--- config.mk ---
export PLATFORM = sky130hd
export DESIGN_NAME = spi_cmd_ctrl
export DESIGN_NICKNAME = d
export VERILOG_FILES = /design/src/rtl/spi_cmd_pkg.sv /design/src/rtl/cdc_sync2.sv /design/src/rtl/spi_cmd_ctrl.sv
export SDC_FILE = /design/constraint.sdc
export NUM_CORES = 1
export LEC_CHECK = 0
export BUFFER_PORTS_ARGS = -buffer_cell sky130_fd_sc_hd__buf_2
export CORE_MARGIN = 5
export CORE_UTILIZATION = 50
export CTS_BUF_LIST = sky130_fd_sc_hd__clkbuf_8 sky130_fd_sc_hd__clkbuf_16
export DETAILED_ROUTE_END_ITERATION = 10
export HOLD_SLACK_MARGIN = 0.12
export PLACE_DENSITY_LB_ADDON = 0.12
export SETUP_SLACK_MARGIN = 0.5
export SLEW_MARGIN = 20
export SYNTH_ARGS = -nofsm -noshare
export SYNTH_HDL_FRONTEND = slang
export SYNTH_SLANG_ARGS = --single-unit
--- constraint.sdc ---
create_clock -name i_Clk -period 2 [get_ports i_Clk]
set_input_delay 0.3 -clock i_Clk [delete_from_list [all_inputs] [get_ports i_Clk]]
set_output_delay 0.3 -clock i_Clk [all_outputs]
set_load 0.01 [all_outputs]
--- src/rtl/spi_cmd_pkg.sv ---
// Shared definitions for the SPI command sequencer: command codes, FSM
// state encoding and STATUS reply flag layout.
// Optional feature macro: SPI_CMD_CKSUM_EN (enables command CMD_CKSUM).
package spi_cmd_pkg;

  // Command byte values (first byte after chip select falls)
  localparam logic [7:0] CMD_WRITE  = 8'h01;
  localparam logic [7:0] CMD_READ   = 8'h02;
  localparam logic [7:0] CMD_STATUS = 8'h03;
  localparam logic [7:0] CMD_CKSUM  = 8'h04;

  // Bit positions inside the second STATUS reply byte
  localparam int STAT_ILLEGAL_BIT = 0;
  localparam int STAT_OVERRUN_BIT = 1;

  // Sequencer states
  typedef enum logic [3:0] {
    ST_IDLE     = 4'd0,
    ST_CMD      = 4'd1,
    ST_ADDR_HI  = 4'd2,
    ST_ADDR_LO  = 4'd3,
    ST_WR_DATA  = 4'd4,
    ST_WR_WAIT  = 4'd5,
    ST_RD_FETCH = 4'd6,
    ST_RD_DATA  = 4'd7,
    ST_HOLD     = 4'd8,
    ST_ERR      = 4'd9,
    ST_DRAIN    = 4'd10
  } state_t;

  // Packs the sticky error flags into the STATUS flag reply byte
  function automatic logic [7:0] status_byte(input logic overrun, input logic illegal);
    logic [7:0] b;
    b                   = 8'h00;
    b[STAT_OVERRUN_BIT] = overrun;
    b[STAT_ILLEGAL_BIT] = illegal;
    return b;
  endfunction

endpackage

--- src/rtl/cdc_sync2.sv ---
// Generic two-flop synchronizer for a single asynchronous level.
// Reset value is configurable; chip select uses 1 so it reads as idle.
module cdc_sync2 #(
  parameter logic RST_VAL = 1'b1
) (
  input  logic clk,
  input  logic rst_n,
  input  logic d,
  output logic q
);

  logic meta;

  // Two-stage resynchronization of the asynchronous input
  always_ff @(posedge clk or negedge rst_n) begin
    if (!rst_n) begin
      meta <= RST_VAL;
      q    <= RST_VAL;
    end else begin
      meta <= d;
      q    <= meta;
    end
  end

endmodule

--- src/rtl/spi_cmd_ctrl.sv ---
// SPI command sequencer (FPGA-clock side of the SPI slave byte interface).
// Decodes a 3-byte header (command, addr hi, addr lo) and runs byte-wide
// write/read bursts on a req/ack memory port, returning reply bytes through
// the slave TX load pulse. STATUS returns an ID byte then the error flags.
// Optional feature macro: SPI_CMD_CKSUM_EN adds command 0x04, which returns
// an 8-bit wrapping sum of all bytes written since reset or last readout.
//
// Memory handshake: o_Mem_Req rises together with valid o_Mem_We,
// o_Mem_Addr and o_Mem_Wdata and stays high, with those fields stable,
// until the cycle i_Mem_Ack is high; i_Mem_Rdata is sampled in that same
// cycle and req drops on the following edge.
module spi_cmd_ctrl
  import spi_cmd_pkg::*;
#(
  parameter int         ADDR_W    = 16,
  parameter logic [7:0] STATUS_ID = 8'hA5
) (
  input  logic              i_Clk,
  input  logic              i_Rst_L,
  input  logic              i_RX_DV,
  input  logic [7:0]        i_RX_Byte,
  input  logic              i_SPI_CS_n,
  output logic              o_TX_DV,
  output logic [7:0]        o_TX_Byte,
  output logic              o_Mem_Req,
  output logic              o_Mem_We,
  output logic [ADDR_W-1:0] o_Mem_Addr,
  output logic [7:0]        o_Mem_Wdata,
  input  logic              i_Mem_Ack,
  input  logic [7:0]        i_Mem_Rdata,
  output logic              o_Busy,
  output logic              o_Err,
  output state_t            o_Dbg_State
);

  state_t            state_q, state_d;
  logic              cs_s, cs_q;
  logic              cs_rise, cs_fall;
  logic              req_q, req_d;
  logic              we_q, we_d;
  logic [ADDR_W-1:0] addr_q, addr_d;
  logic [7:0]        wdata_q, wdata_d;
  logic              tx_dv_q, tx_dv_d;
  logic [7:0]        tx_byte_q, tx_byte_d;
  logic              ovr_q, ovr_d;
  logic              ill_q, ill_d;
  logic [7:0]        addr_hi_q, addr_hi_d;
  logic              is_wr_q, is_wr_d;
  logic              hold_stat_q, hold_stat_d;
`ifdef SPI_CMD_CKSUM_EN
  logic [7:0]        sum_q, sum_d;
`endif

  cdc_sync2 #(.RST_VAL(1'b1)) u_cs_sync (
    .clk   (i_Clk),
    .rst_n (i_Rst_L),
    .d     (i_SPI_CS_n),
    .q     (cs_s)
  );

  // Edge detection on the synchronized chip select
  always_ff @(posedge i_Clk or negedge i_Rst_L) begin
    if (!i_Rst_L) cs_q <= 1'b1;
    else          cs_q <= cs_s;
  end

  assign cs_rise = cs_s & ~cs_q;
  assign cs_fall = cs_q & ~cs_s;

  // State and datapath registers
  always_ff @(posedge i_Clk or negedge i_Rst_L) begin
    if (!i_Rst_L) begin
      state_q     <= ST_IDLE;
      req_q       <= 1'b0;
      we_q        <= 1'b0;
      addr_q      <= '0;
      wdata_q     <= 8'h00;
      tx_dv_q     <= 1'b0;
      tx_byte_q   <= 8'h00;
      ovr_q       <= 1'b0;
      ill_q       <= 1'b0;
      addr_hi_q   <= 8'h00;
      is_wr_q     <= 1'b0;
      hold_stat_q <= 1'b0;
`ifdef SPI_CMD_CKSUM_EN
      sum_q       <= 8'h00;
`endif
    end else begin
      state_q     <= state_d;
      req_q       <= req_d;
      we_q        <= we_d;
      addr_q      <= addr_d;
      wdata_q     <= wdata_d;
      tx_dv_q     <= tx_dv_d;
      tx_byte_q   <= tx_byte_d;
      ovr_q       <= ovr_d;
      ill_q       <= ill_d;
      addr_hi_q   <= addr_hi_d;
      is_wr_q     <= is_wr_d;
      hold_stat_q <= hold_stat_d;
`ifdef SPI_CMD_CKSUM_EN
      sum_q       <= sum_d;
`endif
    end
  end

  // Next-state and next-datapath decode
  always_comb begin
    state_d     = state_q;
    req_d       = req_q;
    we_d        = we_q;
    addr_d      = addr_q;
    wdata_d     = wdata_q;
    tx_dv_d     = 1'b0;
    tx_byte_d   = tx_byte_q;
    ovr_d       = ovr_q;
    ill_d       = ill_q;
    addr_hi_d   = addr_hi_q;
    is_wr_d     = is_wr_q;
    hold_stat_d = hold_stat_q;
`ifdef SPI_CMD_CKSUM_EN
    // Every completed memory write contributes to the running sum
    sum_d = sum_q;
    if (req_q && we_q && i_Mem_Ack) sum_d = sum_q + wdata_q;
`endif

    if (state_q == ST_DRAIN) begin
      // Transaction already ended; only finish the outstanding access
      if (i_RX_DV) ovr_d = 1'b1;
      if (i_Mem_Ack) begin
        req_d   = 1'b0;
        state_d = ST_IDLE;
      end
    end else if (cs_rise && (state_q != ST_IDLE)) begin
      // End of transaction wins over any byte arriving in the same cycle
      if (req_q && !i_Mem_Ack) begin
        state_d = ST_DRAIN;
      end else begin
        req_d   = 1'b0;
        state_d = ST_IDLE;
      end
    end else begin
      case (state_q)
        ST_IDLE: begin
          if (cs_fall) state_d = ST_CMD;
        end

        ST_CMD: begin
          if (i_RX_DV) begin
            case (i_RX_Byte)
              CMD_WRITE: begin
                is_wr_d = 1'b1;
                state_d = ST_ADDR_HI;
              end
              CMD_READ: begin
                is_wr_d = 1'b0;
                state_d = ST_ADDR_HI;
              end
              CMD_STATUS: begin
                tx_dv_d     = 1'b1;
                tx_byte_d   = STATUS_ID;
                hold_stat_d = 1'b1;
                state_d     = ST_HOLD;
              end
`ifdef SPI_CMD_CKSUM_EN
              CMD_CKSUM: begin
                tx_dv_d     = 1'b1;
                tx_byte_d   = sum_q;
                sum_d       = 8'h00;
                hold_stat_d = 1'b0;
                state_d     = ST_HOLD;
              end
`endif
              default: begin
                ill_d   = 1'b1;
                state_d = ST_ERR;
              end
            endcase
          end
        end

        ST_ADDR_HI: begin
          if (i_RX_DV) begin
            addr_hi_d = i_RX_Byte;
            state_d   = ST_ADDR_LO;
          end
        end

        ST_ADDR_LO: begin
          if (i_RX_DV) begin
            // 16-bit header address, resized to the memory address width
            addr_d = ADDR_W'({addr_hi_q, i_RX_Byte});
            if (is_wr_q) begin
              state_d = ST_WR_DATA;
            end else begin
              req_d   = 1'b1;
              we_d    = 1'b0;
              state_d = ST_RD_FETCH;
            end
          end
        end

        ST_WR_DATA: begin
          if (i_RX_DV) begin
            req_d   = 1'b1;
            we_d    = 1'b1;
            wdata_d = i_RX_Byte;
            state_d = ST_WR_WAIT;
          end
        end

        ST_WR_WAIT: begin
          // A byte arriving before the write completes is dropped
          if (i_RX_DV) ovr_d = 1'b1;
          if (i_Mem_Ack) begin
            req_d   = 1'b0;
            addr_d  = addr_q + ADDR_W'(1);
            state_d = ST_WR_DATA;
          end
        end

        ST_RD_FETCH: begin
          if (i_Mem_Ack) begin
            req_d     = 1'b0;
            tx_dv_d   = 1'b1;
            tx_byte_d = i_Mem_Rdata;
            addr_d    = addr_q + ADDR_W'(1);
            state_d   = ST_RD_DATA;
          end
        end

        ST_RD_DATA: begin
          // The host's dummy byte triggers the prefetch of the next byte
          if (i_RX_DV) begin
            req_d   = 1'b1;
            we_d    = 1'b0;
            state_d = ST_RD_FETCH;
          end
        end

        ST_HOLD: begin
          if (i_RX_DV) begin
            tx_dv_d = 1'b1;
            if (hold_stat_q) begin
              tx_byte_d   = status_byte(ovr_q, ill_q);
              ovr_d       = 1'b0;
              ill_d       = 1'b0;
              hold_stat_d = 1'b0;
            end else begin
              tx_byte_d = 8'h00;
            end
          end
        end

        ST_ERR: begin
          // Bytes are ignored until chip select rises
        end

        default: begin
          state_d = ST_IDLE;
        end
      endcase
    end
  end

  assign o_TX_DV     = tx_dv_q;
  assign o_TX_Byte   = tx_byte_q;
  assign o_Mem_Req   = req_q;
  assign o_Mem_We    = we_q;
  assign o_Mem_Addr  = addr_q;
  assign o_Mem_Wdata = wdata_q;
  assign o_Busy      = (state_q != ST_IDLE);
  assign o_Err       = ovr_q | ill_q;
  assign o_Dbg_State = state_q;

endmodule

After elaboration in Yosys (flattened, before gate mapping)
Index checks and enable logic that the tools add are counted.

ROM bits: 0. Logic and storage cells: 147. Register bits: 54. Bits of input ports: 21. Bits in writable memories: 0. Latch bits: 0. Output and inout bits: 41. Memories kept: 0.

Multiplexer cells: 56. Div/mod/pow operators: 0. Order comparisons: 0. Bitwise logic cells: 7. Reductions and logical operators: 28. Shift operators: 0. Equal/unequal tests: 40. Multipliers: 0. Add/sub/neg operators: 1.

Operator list (number): 4-bit two-way mux (12); 4-bit one-hot mux with 9 select lines (1); 16-bit two-way mux (2); 8-bit two-way mux (4); 16-bit one-hot mux with 2 select lines (1); 4-bit inequality test, second input constant (7); 1-bit two-way mux (25); 2-bit inequality test, second input constant (12); 8-bit one-hot mux with 3 select lines (1); 7-bit AND reduction (3); 16-bit by 1-bit adder with 16-bit output, second input constant (1); 4-bit by 3-bit == test with 1-bit output, second input constant (4); 8-bit by 2-bit == test with 1-bit output, second input constant (2); 3-bit inequality test, second input constant (5); 5-bit AND reduction (3); 4-bit == test, second input constant (3); 4-bit AND reduction (3); 10-bit AND reduction (1); 1-bit one-hot mux with 3 select lines (3); 3-bit nonzero test (3); 4-bit by 2-bit == test with 1-bit output, second input constant (2); 8-bit by 1-bit == test with 1-bit output, second input constant (1); 1-bit one-hot mux with 2 select lines (4); 4-bit one-hot mux with 2 select lines (1); other kinds (17) (28).

Longest topological paths before layout
Gate-level depths: netlist of the first run.

Word-level depth: 7. Gate-level depth with buffers: 8. Mapped depth without buffers: 6.

Hierarchy
From an unflattened synthesis of the first run, not the netlist that was laid out.

Cells, all modules: 312. Area, all modules: 3106.7 um2.

By module, submodules not included: spi_cmd_ctrl (area each 3054.2 um2, seq. area each 1302.5 um2, times used 1, cells each 310); cdc_sync2 (area each 52.6 um2, seq. area each 52.6 um2, times used 1, cells each 2).

Least setup slack after synthesis of the first run
No wires, ideal clock.

Kind: reg-to-reg. Start point: reg state_q[1], in the netlist o_Dbg_State[1]. End point: reg state_q[0], in the netlist o_Dbg_State[0]. Setup time: 125 ps. Data required time: 1875 ps. Arrival time: 1815 ps. Clock period less this slack: 1940 ps. Path slack: 60 ps. Buffers on the path: 1. Stages on the path, launching flop included: 7. Cells stage by stage: dfrtp_1 buf_2 or4_4 a21oi_2 a211oi_2 o32ai_4 mux2_2.

Elaborated cells between the ends (all ways): 28. Those cells by class: eq/ne (20); mux (3); reduce/logical (5).

RTL lines: from (decl) (RTL line spi_cmd_ctrl.sv:36) `state_t state_q, state_d;`; from (signal assigned) (RTL line spi_cmd_ctrl.sv:89) `state_q <= state_d;`; 4-bit nonzero test *; net o_Busy (RTL line spi_cmd_ctrl.sv:31) `output logic o_Busy,`; 1-bit logical AND * (RTL line spi_cmd_ctrl.sv:134) `end else if (cs_rise && (state_q != ST_IDLE)) begin`; 4-bit inequality test (no source line), or another cell as far along; 10-bit AND reduction (no source line) / 4-bit two-way mux (equally long branches).

Mark *: on every way through the listed nets, which the timed path passes. The rest lies on a longest branch. A chain may end at the register's enable or synchronous reset.

Worst setup path after layout of the first run
Start point: reg state_q[0], in the netlist o_Dbg_State[0]. End point: reg state_q[0], in the netlist o_Dbg_State[0].

Longest elaborated chain between the ends: 5. Elaborated cells between the ends (all ways): 28. Those cells by class: eq/ne (20); mux (3); reduce/logical (5).

RTL lines: 4-bit == test (RTL line spi_cmd_ctrl.sv:143) `case (state_q)`; 2-bit OR reduction (no source line); 4-bit one-hot mux with 9 select lines (RTL line spi_cmd_ctrl.sv:143); 4-bit two-way mux (RTL line spi_cmd_ctrl.sv:134); 4-bit two-way mux (RTL line spi_cmd_ctrl.sv:127) `if (state_q == ST_DRAIN) begin`.

Parallel ways exist; a longest one is shown, timed or not.

==> metrics, run 1 <==
number of detailed-routing iterations run before antenna repair 4; Sum Neg Setup Slack 0 ns; later-pin clock latency in the skew report 0.32 ns; max-slew headroom at the worst pin between 60% and 70%; number of sinks on the clock net 54; met3 wire len between 700 and 800 um; number of levels in the clock H-tree 2; clock buffer depth 2; max-capacitance violation count 0; Synth Area per Inst 9.669 um2; final core utilization 75.84%; outcome finished, final reports clean; maximum number of pins on one net before global-route repair 35; Worst Clk Skew 0.01055 ns; number of port buffers a little over 60; Antenna Diode Count 0; initial antenna violation count 0; clock share of power 11.8%; chip height 88.67 um; count of warnings emitted by yosys 0; total length of routed wires approximately 9500 um; share of Yosys cell area claimed by the top area cell type 41.25%; Filler Cells Inserted 389; buffer type at the clock tree root clkbuf_8; Std-Cell Rows 28; starting density of the core 51.95%; number of instances on the worst hold path 3; flip-flop and latch count after synthesis 54; startpoint kind of the worst setup timing path flip-flop; fmax between 500 and 600 MHz; I/O pin count 62; post-synthesis cell type count 57; final slew viol count 0; ordered list of cells on the worst path or4_4, a21oi_2, a211oi_2, o32ai_4, mux2_4; Crit path arrival time around 2.1 ns; Post-Synthesis Net Count 342; violation count after the first detailed-route iteration 271; proportion of power drawn by flip-flops and latches 31.4%; average via count per standard cell 5.895; commonest non-fill, non-tap cell in the layout buf_2; Synth area leaders dfrtp_1 41%, mux2_2 6.2%, a21oi_1 5.5%; via total after detailed routing around 3000; fraction of layout cells with a size suffix above 1 52.09%; number of flops mapped to enable cells by yosys 0; post-synthesis cell area 0.003094 mm2; cell family contributing the most delay on the critical path simple AND/OR/NAND/NOR gates; first-pass GRT wire length 14060 um; clock tree from TritonCTS done; remaining routing DRC violations 0; width of the die 88.67 um; FF-to-FF setup slack 0.12 ns; final setup fails 0; Reg-to-Reg Start o_Dbg_State[0]$_DFFE_PN0P_; slew of the pin with the lowest slew margin 0.5242 ns; Final HPWL DP 5883 um; leftover overflow at the end of global routing 0; Met2 Wirelength ~4500 um; cell area power density 1438 mW/mm2; Yosys top cell by area dfrtp_1; Async S/R FF share, synth between 90% and 100%; proportion of synthesized chip area in sequential cells 43.79%; primary flip-flop cell chosen by synthesis mapping dfrtp_1; number of buffers and inverters on the critical path 0; Layout Area Growth over Synthesis 45.98%; Worst Hold Launch i_Mem_Rdata[6]; Worst Hold Endpoint o_TX_Byte[6]$_DFFE_PN0P_; Routed met1 length 4129 um; classification of the worst-slack hold path input port to flip-flop; switching share of power 39.54%; number of antenna-violating nets in the routed design 0; final worst path period share 93.93%; critical path required time 2.21 ns; Reg clk slew, reported paths approximately 0.10 ns; capturing element type of the critical path flip-flop; global-route total usage across every layer 23.30%; LEAKAGE 0.002045 uW; share of power burned in combinational logic 56.9%; Synth Instances 320; largest stage delay on the critical path ~0.54 ns; final hold violations 0; R2R Path End o_Dbg_State[0]$_DFFE_PN0P_; post-layout net count 451; placer's final routability congestion estimate between 0.9 and 1; top routing layer in use met4; commonest non-fill, non-tap cells in the layout 60 x buf_2, 44 x dfrtp_1, 31 x buf_4; switching power summed over all nets 2569 uW; maximum vdd drop 0.9440 mV; Slowest cell on crit path or4_4; R2R cell count 5; Die Outline Area between 0.007 and 0.008 mm2; average wire length per cell after detail routing 18.86 um; minimum clock period after layout 1.879 ns; RSZ-0062 raised after global routing yes; via count of the first global-routing pass 2794; Worst Path Class, Setup flip-flop to flip-flop; cell internal power dissipation 3928 uW; number of buffers created by CTS 5; placeable core region between 0.005 and 0.006 mm2; critical path peak fanout 6
## sequential cells by signal (all words and copies together), names as in the netlist, 4 cells and up
name,cells
o_Mem_Addr,16
addr_hi_q,8
o_Mem_Wdata,8
o_TX_Byte,8
o_Dbg_State,4
## synth_stat cells (5+ instances only)
master	count
dfrtp_1	51
a21oi_1	34
nor2_1	28
o21ai_0	22
nand2_1	19
mux2_2	17
nand3_1	14
inv_1	12
buf_2	11
nor2b_1	7
a21o_1	6
nand4_1	6
buf_6	5
clkbuf_1	5
mux2_4	5
mux2i_1	5
## per-layer routing
metal	GRT usage, %	up-vias
met5	0	-
met4	8.104	0
met3	4.283	16
met2	37.18	128
met1	31.83	1473
li1	-	1360
## how the worst max path moves through the flow
stage,startpoint,endpoint,slack [ns],cells past startpoint
floorplan,o_Dbg_State[2]$_DFFE_PN0P_,o_Dbg_State[0]$_DFFE_PN0P_,0.07,7
global placement,o_Dbg_State[3]$_DFFE_PN0P_,o_Dbg_State[1]$_DFFE_PN0P_,0.06,6
detailed placement,o_Dbg_State[0]$_DFFE_PN0P_,o_Dbg_State[0]$_DFFE_PN0P_,0.09,6
CTS,o_Dbg_State[1]$_DFFE_PN0P_,o_Dbg_State[0]$_DFFE_PN0P_,0.14,5
global route,o_Dbg_State[1]$_DFFE_PN0P_,o_Dbg_State[3]$_DFFE_PN0P_,0.03,6
finish,o_Dbg_State[0]$_DFFE_PN0P_,o_Dbg_State[0]$_DFFE_PN0P_,0.12,5
## worst register-to-register path, stage by stage (launching register included)
cell and delay, ns:
dfrtp_2 0.49, or4_4 0.54, a21oi_2 0.13, a211oi_2 0.07, o32ai_4 0.20, mux2_4 0.34
## power by group through the flow
| stage | clock [uW] | sequential (uW) | combinational (uW) |
|---|---|---|---|
| 6_report | 764 | 2040 | 3690 |
| 2_1_floorplan | 0 | 2100 | 1670 |
| 3_3_place_gp | 0 | 2000 | 2600 |
| 4_1_cts | 773 | 2000 | 3180 |
| 5_1_grt | 826 | 2110 | 3960 |
| 3_5_place_dp | 0 | 2020 | 2640 |
## through the flow
step	instance area (um2)	hold slack, ns	power, uW	worst slack [ns]	instances
floorplan	3174	0.004409	3773	0.06756	320
global placement	3646	0.2897	4591	0.05782	462
detailed placement	3646	0.3075	4656	0.08882	462
CTS	4224	0.2178	5954	0.1440	495
global route	4517	0.2306	6892	0.03282	505
finish	4517	0.2254	6496	0.1213	505
## layout make-up
type / instances / area [um2] / share of cell area [%]
multi-input cells: 231 / 1837 / 40.66
repair buffers: 125 / 1065 / 23.57
clock inverters: 3 / 43.79 / 0.9695
clock buffers: 5 / 68.82 / 1.524
flip-flops and latches: 54 / 1364 / 30.19
inverters: 12 / 45.04 / 0.9972
well taps: 75 / 93.84 / 2.078
## logic make-up after synthesis
family,Yosys count,synth area share (%)
and+or+nand+nor,102,17.11
AOI/OAI and AO/OA,94,20.30
DFF,54,43.79
buffers and inverters,35,6.025
muxes,29,10.96
xor gates and xnor gates,5,1.415
adders and majority gates,1,0.4043
## what timing repair did
| action | CTS | global route |
|---|---|---|
| endpoints found under the setup margin | 52 | 53 |
| hold buffers | 2 | 0 |
| resized for setup | 42 | 51 |
| gates cloned | 5 | 0 |
| hold endpoints to repair | 21 | 0 |
| buffers inserted | 18 | 10 |
| pin swaps | 8 | 14 |
Note: power is estimated with default switching activity, not from simulation.
==> run 2: changes to the inputs <==
- CORE_ASPECT_RATIO: default -> 1.5
==> metrics, run 2 (synthesis results as in run 1) <==
final worst path period share 92.49% (-1.4 points); buffer type at the clock tree root clkbuf_8; critical path peak fanout 7 (+1); Filler Cells Inserted 516 (+33%); final setup fails 0 (unchanged); cell internal power dissipation 3402 uW (-13%); outcome finished, final reports clean; number of sinks on the clock net 54 (unchanged); ordered list of cells on the worst path buf_6, xnor2_4, a21oi_2, a31o_2, o32ai_4, mux2_4; cell area power density 1396 mW/mm2 (-2.9%); commonest non-fill, non-tap cells in the layout 62 x buf_2, 44 x dfrtp_1, 35 x buf_4; classification of the worst-slack hold path input port to flip-flop; final hold violations 0 (unchanged); via total after detailed routing 2805 (-5.8%); Final HPWL DP 6324 um (+7.5%); violation count after the first detailed-route iteration 148 (-45%); capturing element type of the critical path flip-flop; I/O pin count 62 (unchanged); placeable core region 0.006087 mm2 (+2.2%); startpoint kind of the worst setup timing path flip-flop; number of detailed-routing iterations run before antenna repair 4 (unchanged); number of buffers created by CTS 5 (unchanged); number of buffers and inverters on the critical path 1 (+1); max-slew headroom at the worst pin 67.95% (+2.9 points); Final Hold Slack 0.2136 ns (-0.01177 ns); Worst Hold Launch i_Mem_Rdata[3]; minimum clock period after layout 1.850 ns (-0.02888 ns); leftover overflow at the end of global routing 0 (unchanged); proportion of power drawn by flip-flops and latches 35.1% (+3.7 points); width of the die 74.23 um (-16%); share of power burned in combinational logic 53.2% (-3.7 points); placer's final routability congestion estimate 0.9284 (-1.8%); first-pass GRT wire length 14040 um (about the same); via count of the first global-routing pass 2807 (+0.47%); starting density of the core 50.83% (-1.1 points); R2R cell count 6 (+1); Worst Clk Skew 0.004576 ns (-0.005971 ns); fraction of layout cells with a size suffix above 1 45.08% (-7.0 points); maximum vdd drop 0.7718 mV (-18%); clock tree from TritonCTS done; Crit path depth 6 (+1); Reg-to-Reg Start o_Dbg_State[3]$_DFFE_PN0P_; maximum number of pins on one net before global-route repair 33 (-5.7%); number of levels in the clock H-tree 2 (unchanged); clock buffer depth 2 (unchanged); switching power summed over all nets 2339 uW (-8.9%); Worst Path Class, Setup flip-flop to flip-flop; R2R Path End o_Dbg_State[1]$_DFFE_PN0P_; Slowest cell on crit path dfrtp_2; Reg clk slew, reported paths 0.10 ns (about the same); remaining routing DRC violations 0 (unchanged); Die Outline Area 0.007894 mm2 (+0.41%); later-pin clock latency in the skew report 0.31 ns (about the same); total power 5741 uW (-12%); commonest non-fill, non-tap cell in the layout buf_2; Layout Area Growth over Synthesis 32.87%; initial antenna violation count 0 (unchanged); number of antenna-violating nets in the routed design 0 (unchanged); global-route total usage across every layer 22.98% (-0.32 points); DP Worst Slack 0.09537 ns (+0.006550 ns); slew of the pin with the lowest slew margin 0.4771 ns (-0.04711 ns); final core utilization 67.54% (-8.3 points); Std-Cell Rows 35 (+25%); Antenna Diode Count 0 (unchanged); average wire length per cell after detail routing 18.45 um (-2.2%); FF-to-FF setup slack 0.15 ns (+0.03 ns); RSZ-0062 raised after global routing yes; total length of routed wires 9058 um (-4.9%); average via count per standard cell 5.713 (-3.1%); number of port buffers 61 (unchanged); max FFs per register 16 (unchanged); cell family contributing the most delay on the critical path compound AO/OA/AOI/OAI gates; number of instances on the worst hold path 3 (unchanged); final slew viol count 0 (unchanged); Crit path arrival time 2.06 ns (-0.03 ns); Sum Neg Setup Slack 0 ns (unchanged); chip height 106.3 um (+20%); clock share of power 11.7% (about the same); Final Worst Setup Slack 0.1502 ns (+0.02888 ns); critical path required time 2.21 ns (about the same); max-capacitance violation count 0 (unchanged); LEAKAGE 0.001905 uW (-6.8%); largest stage delay on the critical path 0.49 ns (-0.05 ns); Worst Hold Endpoint o_TX_Byte[3]$_DFFE_PN0P_; fmax 540.6 MHz (+1.6%); switching share of power 40.74% (+1.2 points); post-layout net count 438 (-2.9%)
-- run 2: final cells by class --
class | count | area, um2 | area share [%]
Multi-Input combinational cell | 231 | 1702 | 41.39
Sequential cell | 54 | 1364 | 33.17
Clock buffer | 6 | 82.58 | 2.009
Clock inverter | 2 | 16.27 | 0.3956
Tap cell | 74 | 92.59 | 2.252
Inverter | 12 | 45.04 | 1.096
Timing Repair Buffer | 112 | 809.5 | 19.69
-- run 2: worst max path at each step --
stage / startpoint / endpoint / slack (ns)
floorplan: o_Dbg_State[2]$_DFFE_PN0P_ / o_Dbg_State[0]$_DFFE_PN0P_ / 0.07
global placement: cs_q$_DFF_PN1_ / o_Dbg_State[1]$_DFFE_PN0P_ / 0.09
detailed placement: cs_q$_DFF_PN1_ / o_Dbg_State[1]$_DFFE_PN0P_ / 0.1
CTS: o_Dbg_State[1]$_DFFE_PN0P_ / o_Dbg_State[1]$_DFFE_PN0P_ / 0.18
global route: o_Dbg_State[3]$_DFFE_PN0P_ / o_Dbg_State[3]$_DFFE_PN0P_ / 0.08
finish: o_Dbg_State[3]$_DFFE_PN0P_ / o_Dbg_State[1]$_DFFE_PN0P_ / 0.15
-- run 2: worst min-delay path: stages --
cell and delay [ns]:
buf_2 0.09, nand2_1 0.04, mux2i_1 0.05
-- run 2: power groups by stage --
stage          Combinational (uW)  Clock [uW]  Sequential, uW
2_1_floorplan                1670           0            2100
3_3_place_gp                 2630           0            2000
3_5_place_dp                 2670           0            2020
4_1_cts                      2840         687            2000
5_1_grt                      3320         730            2080
6_report                     3050         672            2020
-- run 2: per-stage QoR --
step                      instances  cell area [um2]
final                           491             4111
after CTS                       483             3945
after global placement          466             3682
after floorplan                 320             3174
after detailed placement        466             3682
after global routing            491             4111
-- run 2: repair_timing --
action | 4_1_cts | 5_1_grt
hold buffers | 2 | 0
pin swaps | 2 | 8
resized for setup | 22 | 24
endpoints found under the setup margin | 52 | 53
hold endpoints to repair | 16 | 0
cloned | 1 | 2
buffers inserted | 6 | 6
-- run 2: metal layers --
metal | routed length (um) | global-route usage (%) | share of wire (%) | up-vias
li1 | - | - | - | 1336
met1 | 3330 | 27.46 | 37 | 1349
met2 | 4979 | 41.12 | 55 | 97
met3 | 454 | 2.933 | 5.0 | 23
met4 | 293 | 8.142 | 3.2 | 0
met5 | 0 | 0 | 0 | -
==> run 3: changes to the inputs <==
- PLACE_DENSITY: default -> 0.75
- PLACE_DENSITY_LB_ADDON: 0.12 -> default
- SKIP_LAST_GASP: default -> 1
==> metrics, run 3 (synthesis results as in run 1) <==
R2R cell count 5 (-1); number of sinks on the clock net 54 (unchanged); grt met3 use 2.460% (-0.47 points); minimum clock period after layout 1.855 ns (+0.005684 ns); fraction of layout cells with a size suffix above 1 48.80% (+3.7 points); leftover overflow at the end of global routing 0 (unchanged); Final HPWL DP 6007 um (-5.0%); remaining routing DRC violations 0 (unchanged); I/O pin count 62 (unchanged); Reg-to-Reg Start o_Dbg_State[1]$_DFFE_PN0P_; final slew viol count 0 (unchanged); startpoint kind of the worst setup timing path flip-flop; first-pass GRT wire length 14390 um (+2.5%); clock tree from TritonCTS done; final worst path period share 92.77% (+0.28 points); critical path required time 2.19 ns (-0.02 ns); width of the die 74.23 um (unchanged); maximum number of pins on one net before global-route repair 39 (+18%); via count of the first global-routing pass 2928 (+4.3%); slew of the pin with the lowest slew margin 0.4310 ns (-0.04610 ns); buffer type at the clock tree root clkbuf_8; placeable core region 0.006087 mm2 (unchanged); final hold violations 0 (unchanged); chip height 106.3 um (unchanged); FF-to-FF setup slack 0.14 ns (about the same); clock buffer depth 2 (unchanged); Worst Hold Endpoint o_TX_Byte[3]$_DFFE_PN0P_; Filler Cells Inserted 486 (-5.8%); final setup fails 0 (unchanged); Worst Clk Skew 0.009469 ns (+0.004894 ns); starting density of the core 50.83% (unchanged); cell family contributing the most delay on the critical path simple AND/OR/NAND/NOR gates; LEAKAGE 0.001922 uW (+0.90%); number of buffers created by CTS 5 (unchanged); commonest non-fill, non-tap cells in the layout 61 x buf_2, 44 x dfrtp_1, 34 x buf_4; number of antenna-violating nets in the routed design 0 (unchanged); via total after detailed routing 2876 (+2.5%); initial antenna violation count 0 (unchanged); Sum Neg Setup Slack 0 ns (unchanged); final core utilization 68.76% (+1.2 points); RSZ-0062 raised after global routing yes; ordered list of cells on the worst path or4_4, a21oi_2, a211oi_2, o32ai_4, mux2_4; violation count after the first detailed-route iteration 150 (+1.4%); R2R Path End o_Dbg_State[0]$_DFFE_PN0P_; met1 Use GR 27.97% (+0.51 points); placer's final routability congestion estimate 0.9315 (+0.33%); later-pin clock latency in the skew report 0.31 ns (about the same); post-layout net count 437 (-0.23%); max-capacitance violation count 0 (unchanged); area used by sequential logic in the layout 0.001364 mm2 (unchanged); critical path peak fanout 8 (+1); total length of routed wires 8739 um (-3.5%); met2 capacity usage during global routing 41.12% (unchanged); max-slew headroom at the worst pin 71.04% (+3.1 points); commonest non-fill, non-tap cell in the layout buf_2; cell area power density 1419 mW/mm2 (+1.6%); Crit path arrival time 2.05 ns (about the same); Worst Hold Launch i_Mem_Rdata[3]; classification of the worst-slack hold path input port to flip-flop; Worst Path Class, Setup flip-flop to flip-flop; number of levels in the clock H-tree 2 (unchanged); Antenna Diode Count 0 (unchanged); multi-input combinational cell area 0.001753 mm2 (+3.0%); capturing element type of the critical path flip-flop; maximum vdd drop 0.6946 mV (-10%); outcome finished, final reports clean; number of instances on the worst hold path 3 (unchanged); average wire length per cell after detail routing 17.83 um (-3.3%); number of buffers and inverters on the critical path 0 (-1); Reg clk slew, reported paths 0.10 ns (about the same); fmax 539.0 MHz (-0.31%); average via count per standard cell 5.869 (+2.7%); global-route total usage across every layer 23.13% (+0.14 points); Die Outline Area 0.007894 mm2 (unchanged); max FFs per register 16 (unchanged); largest stage delay on the critical path 0.54 ns (+0.05 ns); total power 5941 uW (+3.5%); Std-Cell Rows 35 (unchanged); Slowest cell on crit path or4_4; layer with the highest usage after global routing met2; number of port buffers 61 (unchanged); Layout Area Growth over Synthesis 35.26%; number of detailed-routing iterations run before antenna repair 4 (unchanged)
[run 3: cell types whose count changed in the layout (fill, tap and decap cells not counted), moves of 3 or more]
| cell | delta |
|---|---|
| a21oi_1 | -10 |
| nor2b_2 | +5 |
| nor2b_1 | -3 |
| a21oi_2 | +9 |
| o21ai_1 | -3 |
[run 3: layout make-up]
type	instances	share of cell area, %
clock buffers	6	1.973
well taps	74	2.212
repair buffers	111	19.46
multi-input cells	231	41.88
clock inverters	2	0.8072
flip-flops and latches	54	32.59
inverters	12	1.076
[run 3: layer usage]
layer	vias to the layer above	part of all wire [%]	wire [um]
li1	1343	-	-
met1	1419	37	3233
met2	94	55	4821
met3	20	5.3	465
met4	0	2.5	220
met5	-	0	0
[run 3: what timing repair did]
item,4_1_cts,5_1_grt
buffers inserted,14,2
hold endpoints to repair,14,0
cloned,3,0
pin swaps,7,3
resized for setup,40,20
hold buffers,2,0
endpoints found under the setup margin,54,53
[run 3: worst max path at each step]
stage                                     startpoint                          to  slack, ns  depth (start not counted)
final                     o_Dbg_State[1]$_DFFE_PN0P_  o_Dbg_State[0]$_DFFE_PN0P_       0.14                          5
after global routing      o_Dbg_State[1]$_DFFE_PN0P_  o_Dbg_State[3]$_DFFE_PN0P_       0.09                          5
after CTS                 o_Dbg_State[0]$_DFFE_PN0P_  o_Dbg_State[0]$_DFFE_PN0P_       0.14                          5
after detailed placement  o_Dbg_State[1]$_DFFE_PN0P_   o_Mem_Addr[2]$_DFFE_PN0P_       0.01                          7
after global placement    o_Dbg_State[0]$_DFFE_PN0P_  o_Dbg_State[1]$_DFFE_PN0P_       0.04                          6
after floorplan           o_Dbg_State[2]$_DFFE_PN0P_  o_Dbg_State[0]$_DFFE_PN0P_       0.07                          7
[run 3: stage by stage]
stage	hold slack [ns]	setup slack [ns]	cell area, um2	cells
floorplan	0.004409	0.06756	3174	320
global placement	0.2435	0.03838	3645	461
detailed placement	0.2493	0.01199	3645	461
CTS	0.2158	0.1427	4076	488
global route	0.2455	0.08578	4185	490
finish	0.2184	0.1445	4185	490
[run 3: where the power goes]
part           internal, uW  switching (uW)  total (uW)  leakage (uW)
Clock                   404             357         760     0.0000626
Combinational          1600            1520        3120       0.00122
Sequential             1590             469        2060      0.000641
Total                  3600            2340        5940       0.00192
[run 3: worst reg2reg max path, delay by kind of cell, from the launching register on]
family | cells | cell delay, ns
AOI/OAI and AO/OA | 3 | 0.40
muxes | 1 | 0.33
DFF | 1 | 0.48
and+or+nand+nor | 1 | 0.54
